`config.mk`:
```
export PLATFORM = sky130hd
export DESIGN_NAME = cache_ctrl
export DESIGN_NICKNAME = d
export VERILOG_FILES = /design/src/rtl/cache_ctrl.sv
export SDC_FILE = /design/constraint.sdc
export NUM_CORES = 1
export LEC_CHECK = 0
export BUFFER_PORTS_ARGS = -buffer_cell sky130_fd_sc_hd__buf_4
export CORE_UTILIZATION = 58
export DETAILED_ROUTE_END_ITERATION = 12
export PLACE_DENSITY = 0.94
export SLEW_MARGIN = 20
export SYNTH_ARGS = -nofsm -noshare
export SYNTH_HDL_FRONTEND = slang
export SYNTH_SLANG_ARGS = --single-unit
export TNS_END_PERCENT = 1
```
`constraint.sdc`:
```
create_clock -name clk -period 12.3 [get_ports clk]
set_clock_uncertainty 0.2 [all_clocks]
set_input_delay 0.615 -clock clk [delete_from_list [all_inputs] [get_ports clk]]
set_output_delay 0.615 -clock clk [all_outputs]
set_load 0.1 [all_outputs]
```
`src/rtl/cache_ctrl.sv`:
```
// rtl/cache_ctrl.sv - direct-mapped write-through cache sequencer (tag/valid store, miss handling, memory handshake)
// Optional perf counters: define CACHE_PERF_CNT_EN.
module cache_ctrl #(
  parameter int SETLEN = 3
) (
  input  logic              clk,
  input  logic              rst,
  input  logic              cpu_req,
  input  logic              cpu_we,
  input  logic [31:0]       cpu_addr,
  input  logic [31:0]       cpu_wdata,
  output logic [31:0]       cpu_rdata,
  output logic              cpu_stall,
  input  logic              inv_all,
  output logic              mem_req,
  output logic              mem_we,
  output logic [31:0]       mem_addr,
  output logic [31:0]       mem_wdata,
  input  logic [31:0]       mem_rdata,
  input  logic              mem_ack,
  output logic [SETLEN-1:0] arr_idx,
  output logic              arr_we,
  output logic [31:0]       arr_wdata,
`ifdef CACHE_PERF_CNT_EN
  output logic [31:0]       perf_hits,
  output logic [31:0]       perf_misses,
`endif
  input  logic [31:0]       arr_rdata
);

  localparam int SETS = 1 << SETLEN;
  localparam int TAGW = 30 - SETLEN;

  typedef enum logic [1:0] {IDLE, RD_MISS, WR_MEM, DONE} state_t;

  state_t            state;
  logic [TAGW-1:0]   tags [SETS];
  logic [SETS-1:0]   valid;
  logic [31:0]       rdata_q;

  logic [SETLEN-1:0] idx;
  logic [TAGW-1:0]   tag;
  logic              hit;
  logic              lookup;
  logic              unused_bits;

  assign idx         = cpu_addr[SETLEN+1:2];
  assign tag         = cpu_addr[31:SETLEN+2];
  assign hit         = valid[idx] && (tags[idx] == tag);
  assign lookup      = (state == IDLE) && cpu_req;
  assign unused_bits = ^cpu_addr[1:0];

  assign mem_addr  = {cpu_addr[31:2], 2'b00};
  assign mem_wdata = cpu_wdata;
  assign arr_idx   = idx;

  // Hits and the store-hit array update must be visible in the lookup cycle itself.
  always_comb begin
    cpu_stall = 1'b0;
    arr_we    = 1'b0;
    arr_wdata = cpu_wdata;
    cpu_rdata = arr_rdata;
    case (state)
      IDLE: begin
        if (cpu_req) begin
          cpu_stall = cpu_we || !hit;
          arr_we    = cpu_we && hit;
        end
      end
      RD_MISS: begin
        cpu_stall = 1'b1;
        arr_we    = mem_ack;
        arr_wdata = mem_rdata;
      end
      WR_MEM: cpu_stall = 1'b1;
      DONE:   cpu_rdata = rdata_q;
      default: cpu_stall = 1'b0;
    endcase
  end

  always_ff @(posedge clk) begin
    if (rst) begin
      state   <= IDLE;
      valid   <= '0;
      rdata_q <= '0;
      mem_req <= 1'b0;
      mem_we  <= 1'b0;
    end else begin
      case (state)
        IDLE: begin
          // Lookup above already used the pre-clear valid bits.
          if (inv_all) valid <= '0;
          if (cpu_req) begin
            if (cpu_we) begin
              state   <= WR_MEM;
              mem_req <= 1'b1;
              mem_we  <= 1'b1;
            end else if (!hit) begin
              state   <= RD_MISS;
              mem_req <= 1'b1;
              mem_we  <= 1'b0;
            end
          end
        end
        RD_MISS: begin
          if (mem_ack) begin
            tags[idx]  <= tag;
            valid[idx] <= 1'b1;
            rdata_q    <= mem_rdata;
            mem_req    <= 1'b0;
            state      <= DONE;
          end
        end
        WR_MEM: begin
          if (mem_ack) begin
            mem_req <= 1'b0;
            mem_we  <= 1'b0;
            state   <= DONE;
          end
        end
        DONE:    state <= IDLE;
        default: state <= IDLE;
      endcase
    end
  end

`ifdef CACHE_PERF_CNT_EN
  always_ff @(posedge clk) begin
    if (rst) begin
      perf_hits   <= '0;
      perf_misses <= '0;
    end else if (lookup) begin
      if (hit) perf_hits   <= perf_hits + 32'd1;
      else     perf_misses <= perf_misses + 32'd1;
    end
  end
`endif

endmodule

```
==> results.md, run 1 <==
Outcome:
- The flow ran to the end, and the final reports show no timing, DRC or antenna violations.

Worst hold path:
- The worst hold path endpoint is rdata_q[29]$_SDFFE_PP0P_.
- In this run the most critical hold path is launched from mem_rdata[29].
- The min-delay analysis places its worst path in the category in2reg.
- The worst hold path passes through 2 cells.

Timing:
- Final hold analysis gives a worst-case slack of 91.20 ps.
- Setup violations remaining at the end of the flow were counted as 0.
- Of the available clock period, the critical path in the final layout requires between 40% and 50%.
- The hold violation total from the final report is 0.
- For the pin with the worst max-slew slack, the measured transition is between 1000 and 1500 ps.
- Setup repair after global routing left no endpoint under its margin.
- The clock period could shrink to ~5200 ps.
- The setup TNS is 0 ps.
- The max-slew headroom at the worst pin is 31.10%.
- Based on the critical path, the design can be clocked at up to 191.1 MHz.
- The count of final max-slew check failures is 0.

Clock tree:
- The number of buffers inserted for hold repair after clock tree synthesis is 0.
- The maximum level of the CTS H-tree is 1.
- No sink is reached through more buffers than the 3 on the longest clock path.
- The number of clock buffers added by TritonCTS is 26.
- In this run, post-CTS repair resized a total of 0 instances.
- TritonCTS built the clock tree.
- The root cell of the clock tree is sky130_fd_sc_hd__clkbuf_16.
- After clock tree synthesis, the clock-pin slew on the worst setup and hold paths is 70 ps.
- The clock network latency to the later pin of the worst-skew pair is roughly 550 ps.
- In this run the post-CTS setup repair buffer count came out at 0.
- CTS saw 260 sinks.

Synth:
- The synthesized netlist occupies a cell area of 0.01149 mm².
- The average footprint of a synthesized cell is between 15 and 20 µm².
- The synthesized design contains 260 register bits.
- In the synthesized netlist the dominant register cell turns out to be sky130_fd_sc_hd__edfxtp_1.
- The number of warnings printed during yosys synthesis is 0.
- Yosys mapped a number of flops with a built-in enable equal to 216.
- The share of async-settable or async-resettable flops after synthesis is 0%.
- The number of different library cells used by synthesis comes to 52.
- Summing the sequential cell areas from Yosys gives 64.13% of the chip area.
- The synthesized instance count is about 710.

Detailed routing:
- After detailed routing, the average wire length per cell comes to 22.97 µm.
- The number of remaining DRC errors is 0.
- The final wirelength is 27410 µm.
- The post-detailed-route count of antenna-violating nets is 0.
- Dividing the detail-routed via count by the number of cells gives ~6.
- The number of vias in the routed layout is 7084.
- After the first detailed-routing iteration, the DRC count stood at 683.
- The iteration count of the initial detailed-routing pass is 5.

Finish:
- The library cells used most frequently in the layout, excluding fill and tap cells, are sky130_fd_sc_hd__buf_4, sky130_fd_sc_hd__edfxtp_1, sky130_fd_sc_hd__mux2_2.
- The area taken by multi-input logic gates is 0.003403 mm².
- Leaving out fill and tap cells, the most frequent cell in the layout is sky130_fd_sc_hd__buf_4.
- Registers take 0.007367 mm².
- The net total in the final layout is 1045.
- The filler cells instantiated in the layout total approximately 1200.
- The synthesis-to-layout area growth is 22.21%.
- In the final layout, the share of cells above drive strength 1 is 46.06%.

Critical path:
- The setup slack of the worst register-to-register path is approximately 9000 ps.
- The required arrival time at the worst endpoint is roughly 11000 ps.
- The startpoint of the worst-slack reg-to-reg timing path is state[1]$_SDFFE_PP0P_.
- The endpoint of the lowest-slack register-to-register path is tags[2][1]$_DFFE_PP_.
- The largest fanout of any net on the critical path is 63.
- The startpoint kind of the worst setup timing path is an input port.
- The sort of element at the end of the critical path is an output pin.
- The number of cells traversed by the worst register-to-register path is 8.
- The critical path is of the in2out type.
- For the worst setup path, the data arrival time is 4420 ps.

Run:
- Across the run, the number of max-cap violations was 0.

Global routing:
- The via count of the first global-routing pass is 6994.
- For this run, the total global-route usage over all layers was measured as 26.64%.
- The overflow left after global routing is 0.
- The number of antenna violations at the first check in global routing came to 1.
- Entering global routing, the biggest net connects 64 pins.
- The global-route wire length before repair is 39860 µm.

Power and ir drop:
- The power density over the cells is 181.9 mW/mm².
- IR analysis of the VDD net gives a maximum drop of 0.1524 mV.
- The leakage power is 5.293 nW.

Floorplanning:
- Measured along the x axis, the die boundary spans 142.7 µm.
- The total area inside the core boundary comes to 0.01946 mm².
- The effective utilization at floorplan is ~59%.
- The die is 142.7 µm tall.
- The full die area is 0.02037 mm².
- For this design the top-level I/O count stands at 269.
- After floorplanning, the core was divided into 51 placement rows.

Placed design:
- The count of buffers added on input and output ports is around 260.
- The final estimated routing congestion in global placement is 0.8086.
- Detailed placement ended at an HPWL of 17180 µm.
[registers in the layout (all words and copies together) (netlist names)]
| signal | cells |
|---|---|
| tags | 216 |
| rdata_q | 32 |
| valid | 8 |
| state | 2 |
| mem_req | 1 |
| mem_we | 1 |
[cell type report]
cell class	count	area share [%]
clock buffers	32	4.795
clock inverters	16	1.087
multi-input cells	334	24.24
well taps	265	2.362
diodes	1	0.01782
flip-flops and latches	260	52.47
repair buffers	277	14.81
inverters	8	0.2139
[routing by layer]
metal	GRT usage, %	vias to the layer above	routed length [µm]
met3	3.957	65	2073
met4	10.36	0	855
met1	33.72	3522	10240
met5	0	-	0
li1	-	3091	-
met2	46.47	406	14240
[metrics by stage]
stage,std cells,instance area [µm²],total power (W),setup WS [ps],utilization (%)
floorplan,707,11490,0.001645,6660,-
finish,1193,14040,0.002553,7068,72.14
global route,1192,14040,0.002623,6888,72.12
CTS,1192,14030,0.002557,7041,72.09
detailed placement,1144,13210,0.001806,7132,67.85
global placement,1144,13210,0.001795,7257,67.85
[cell families (layout without fill, tap and decap cells)]
group	Yosys count	count (layout)	share of synthesized area, %
compound gates	86	86	5.587
simple gates	69	69	3.322
mux	154	154	18.43
other cells	1	3	0.03264
xor+xnor	19	19	1.448
flops	260	260	64.13
fa+ha+maj	4	4	0.4357
buf+inv	113	333	6.622
[where the power goes]
part,switching [W],internal [W],total [W]
sequential,0.0000128,0.000978,0.000990
combinational,0.000595,0.000207,0.000803
clock,0.000327,0.000434,0.000760
[worst max-delay path by stage]
stage,startpoint,end,slack (ps),cells after the start
after floorplan,cpu_addr[4],arr_we,6660,10
after global placement,cpu_addr[2],arr_we,7260,9
after detailed placement,cpu_addr[2],arr_we,7130,9
after CTS,cpu_addr[2],arr_we,7040,9
after global routing,cpu_addr[2],arr_we,6890,9
final,cpu_addr[2],arr_we,7070,9
[cells in the mapped netlist (2+ instances only)]
master | count | area, µm²
sky130_fd_sc_hd__xnor2_1 | 11 | 96.34
sky130_fd_sc_hd__nand2_1 | 7 | 26.28
sky130_fd_sc_hd__nor2b_1 | 2 | 12.51
sky130_fd_sc_hd__nand3b_1 | 5 | 37.54
sky130_fd_sc_hd__a21oi_1 | 20 | 100.1
sky130_fd_sc_hd__xor2_1 | 8 | 70.07
sky130_fd_sc_hd__inv_1 | 8 | 30.03
sky130_fd_sc_hd__mux2_2 | 66 | 743.2
sky130_fd_sc_hd__nor4_1 | 2 | 12.51
sky130_fd_sc_hd__and2_1 | 5 | 31.28
sky130_fd_sc_hd__mux4_2 | 38 | 855.8
sky130_fd_sc_hd__clkbuf_1 | 21 | 78.83
sky130_fd_sc_hd__or4_1 | 2 | 15.01
sky130_fd_sc_hd__o311a_1 | 2 | 20.02
sky130_fd_sc_hd__or3_1 | 2 | 12.51
sky130_fd_sc_hd__nand2b_1 | 2 | 12.51
sky130_fd_sc_hd__a211oi_1 | 4 | 30.03
sky130_fd_sc_hd__buf_6 | 4 | 45.04
sky130_fd_sc_hd__a22oi_1 | 15 | 112.6
sky130_fd_sc_hd__dfxtp_1 | 44 | 880.8
sky130_fd_sc_hd__a22o_1 | 32 | 280.3
sky130_fd_sc_hd__buf_2 | 6 | 30.03
sky130_fd_sc_hd__edfxtp_1 | 216 | 6486
sky130_fd_sc_hd__buf_1 | 3 | 11.26
sky130_fd_sc_hd__and3_1 | 10 | 62.56
sky130_fd_sc_hd__buf_4 | 68 | 510.5
sky130_fd_sc_hd__o22ai_1 | 3 | 18.77
sky130_fd_sc_hd__buf_12 | 2 | 40.04
sky130_fd_sc_hd__ha_1 | 4 | 50.05
sky130_fd_sc_hd__nor2_1 | 18 | 67.56
sky130_fd_sc_hd__o21ai_0 | 2 | 10.01
sky130_fd_sc_hd__nor3_1 | 5 | 25.02
sky130_fd_sc_hd__mux2i_1 | 48 | 480.5
sky130_fd_sc_hd__or2_2 | 2 | 12.51
sky130_fd_sc_hd__nand4_1 | 2 | 12.51
[worst max-delay path: stages]
cell	delay, ps
sky130_fd_sc_hd__buf_4	350
sky130_fd_sc_hd__buf_4	860
sky130_fd_sc_hd__mux4_2	620
sky130_fd_sc_hd__mux2i_1	220
sky130_fd_sc_hd__xnor2_1	130
sky130_fd_sc_hd__or4_1	580
sky130_fd_sc_hd__or3_1	440
sky130_fd_sc_hd__o21ai_0	190
sky130_fd_sc_hd__buf_4	320
No activity file was read; power rests on OpenSTA's default activity.
==> inputs of run 2 (changes only) <==
- CORE_UTILIZATION: 58 -> 49
- PLACE_DENSITY: 0.94 -> 0.86
- clock period: 12.3 -> 4.78 ns (I/O delays scaled with it)
==> results.md, run 2 (same netlist as run 1, synthesis figures left out) <==
Timing:
- The count of final max-slew check failures came to 0 (unchanged).
- The setup TNS is 0 ps (unchanged).
- The routed design could run at a clock period as short as 4026 ps.
- The final number of setup-violating endpoints came to 0 (unchanged).
- The hold violation total from the final report came to 0 (unchanged).
- Dividing the final minimum period by the clock period gives 84.23%.
- Setup repair after global routing left no endpoint under its margin.
- The peak clock frequency supported by timing is 248.4 MHz.
- The max-slew headroom at the worst pin was 34.72% (+3.6 points).
- The transition time of the tightest slew-check pin is 979.2 ps (-54.21 ps).

Worst hold path:
- The number of cells traversed by the worst hold path was 4 (+2).
- The min-delay analysis places its worst path in the category in2reg.

Floorplanning:
- The effective utilization at floorplan is 50.28% (-8.7 points).
- The standard cell core area is 0.02285 mm² (+17%).
- The die span in y is 155.1 µm (+8.7%).
- The count of boundary I/O pins is 269 (unchanged).
- The full die area is 0.02406 mm² (+18%).
- The number of standard-cell rows in the floorplan was 55 (+7.8%).
- The horizontal die dimension is 155.1 µm (+8.7%).

Critical path:
- The largest fanout of any net on the critical path is 52 (-17%).
- The number of cells traversed by the worst register-to-register path came to 9 (+1).
- The required arrival time at the worst endpoint is 4340 ps (-7140 ps).
- The data arrival time of the worst path came to 3590 ps (-830 ps).
- The sort of element at the end of the critical path is an output pin.
- By startpoint and endpoint, the worst setup path is classified as in2out.
- The startpoint kind of the worst setup timing path is an input port.

Global routing:
- The largest net degree at the start of global routing came to 53 (-17%).
- The global-route wire length before repair came to 43660 µm (+9.5%).
- The number of antenna violations at the first check in global routing is 1 (unchanged).
- The overflow left after global routing is 0 (unchanged).
- The via count of the first global-routing pass is 7335 (+4.9%).
- The overall routing resource usage is 24.34% (-2.3 points).

Power and ir drop:
- The clock group share of total power came to 29.7% (about the same).
- The maximum vdd drop was 0.3634 mV (+140%).
- The cell-internal power is 0.004206 W (+160%).
- The overall power consumption came to 0.006669 W (+160%).
- The switching part of the total power is 36.92% (+0.31 points).
- The power density over the cells is 450.6 mW/mm² (+150%).
- The net switching power figure is 0.002462 W (+160%).
- The share of power burned in combinational logic is 32.1% (+0.7 points).
- The leakage power is 5.586 nW (+5.5%).
- The sequential share of power is 38.2% (-0.6 points).

Clock tree:
- The clock sink count was 260 (unchanged).
- The total CTS buffers was 26 (unchanged).
- The maximum clock path buffer count was 3 (unchanged).
- The clock network latency to the later pin of the worst-skew pair came to 540 ps (about the same).
- The clock input transition at the sequential cells of the worst setup and hold paths is 60 ps (about the same).
- The maximum level of the CTS H-tree is 1 (unchanged).
- The cell sitting at the root of the clock tree is a sky130_fd_sc_hd__clkbuf_16.
- The CTS tree is yes.

Detailed routing:
- The final routed wire length divided by cell count was 22.78 µm (-0.85%).
- The post-detailed-route count of antenna-violating nets is 0 (unchanged).
- The number of remaining DRC errors is 0 (unchanged).
- The routed via count divided by cell count is 5.510 (-7.2%).
- The number of vias in the routed layout is 7212 (+1.8%).
- The iteration count of the initial detailed-routing pass is 5 (unchanged).
- The first-iteration detailed-routing DRC count is 656 (-4.0%).
- The final wirelength is 29810 µm (+8.8%).

Finish:
- The commonest non-fill, non-tap cell in the layout is sky130_fd_sc_hd__buf_4.
- The flip-flop count of the largest register after layout is 216 (unchanged).
- In the final layout, the registers with the most flip-flops are tags x216, rdata_q x32, valid x8.
- In the layout the commonest cells are sky130_fd_sc_hd__buf_4, sky130_fd_sc_hd__edfxtp_1, sky130_fd_sc_hd__mux2_2.
- Ranked by flip-flop count, first place goes to tags.
- The antenna diode count is 0 (-1).
- The net total in the final layout came to 1114 (+6.6%).
- The synthesis-to-layout area growth is 28.81%.
- The fraction of layout cells with a size suffix above 1 is 43.67% (-2.4 points).

Placed design:
- The number of buffers added on ports is 264 (unchanged).
- The HPWL after detailed placement is 18320 µm (+6.6%).
- The final estimated routing congestion in global placement is 0.8039 (-0.58%).

Run:
- The number of max-cap violations was 0 (unchanged).

Outcome:
- The run finished with clean final reports.
run 2: cell types whose count changed in the layout (fill, tap and decap cells not counted), sizes merged:
cell / previous run / this run
diode: 1 / 0
clkinvlp: 2 / 3
clkbuf: 32 / 28
inv: 9 / 8
dlygate4sd3: 0 / 65
clkinv: 11 / 15
buf: 277 / 281
run 2: area by class of cell:
cell class,instances,area [µm²]
sequential,260,7367
fill,1581,8049
tap,313,391.6
timing repair buffer,346,2773
clock inverter,20,176.4
clock buffer,28,658.1
inverter,8,30.03
multi-input combinational,334,3402
run 2: routing by layer:
layer | global-route usage [%] | up-vias | routed length, µm
met5 | 0 | - | 0
met4 | 10.94 | 0 | 1184
met3 | 3.816 | 65 | 1887
met2 | 43.33 | 319 | 15510
met1 | 29.15 | 3594 | 11230
li1 | - | 3234 | -
run 2: path summary, 6_finish.rpt:
kind	to	from	slack, ps
max	arr_we	cpu_addr[2]	750
min	state[1]$_SDFFE_PP0P_	cpu_req	80
max reg2reg	mem_req$_SDFFE_PP0P_	tags[7][26]$_DFFE_PP_	1140
min reg2reg	rdata_q[22]$_SDFFE_PP0P_	rdata_q[22]$_SDFFE_PP0P_	270
run 2: worst max-delay path: stages:
cell                      delay [ps]
sky130_fd_sc_hd__buf_4           690
sky130_fd_sc_hd__buf_4           370
sky130_fd_sc_hd__mux2i_1         250
sky130_fd_sc_hd__a22oi_1         130
sky130_fd_sc_hd__a21oi_1         220
sky130_fd_sc_hd__o22ai_1         110
sky130_fd_sc_hd__or4_1           570
sky130_fd_sc_hd__or3_1           430
sky130_fd_sc_hd__o21ai_1         180
sky130_fd_sc_hd__buf_4           330
run 2: repair_timing:
| item | CTS | global route |
|---|---|---|
| endpoints found under the hold margin | 252 | 0 |
| hold buffers | 65 | 0 |
| gates resized for setup | 0 | 0 |
| endpoints found under the setup margin | 0 | 0 |
| buffers inserted | 0 | 0 |
run 2: power by group through the flow:
stage                     Clock (W)  Sequential [W]  Combinational (W)
after global routing        0.00209         0.00255            0.00222
after floorplan                   0         0.00263            0.00161
final                       0.00198         0.00255            0.00214
after CTS                   0.00200         0.00255            0.00214
after global placement            0         0.00259            0.00206
after detailed placement          0         0.00259            0.00208
run 2: metrics by stage:
step	setup slack [ps]	hold WS (ps)	instances	util, %	instance area [µm²]
global placement	850.2	240.8	1196	58.23	13300
CTS	705.4	55.24	1309	64.73	14790
detailed placement	720.7	252.3	1196	58.23	13300
finish	753.7	84.77	1309	64.77	14800
global route	523.1	118.4	1309	64.77	14800
floorplan	645.8	137.9	707	-	11490
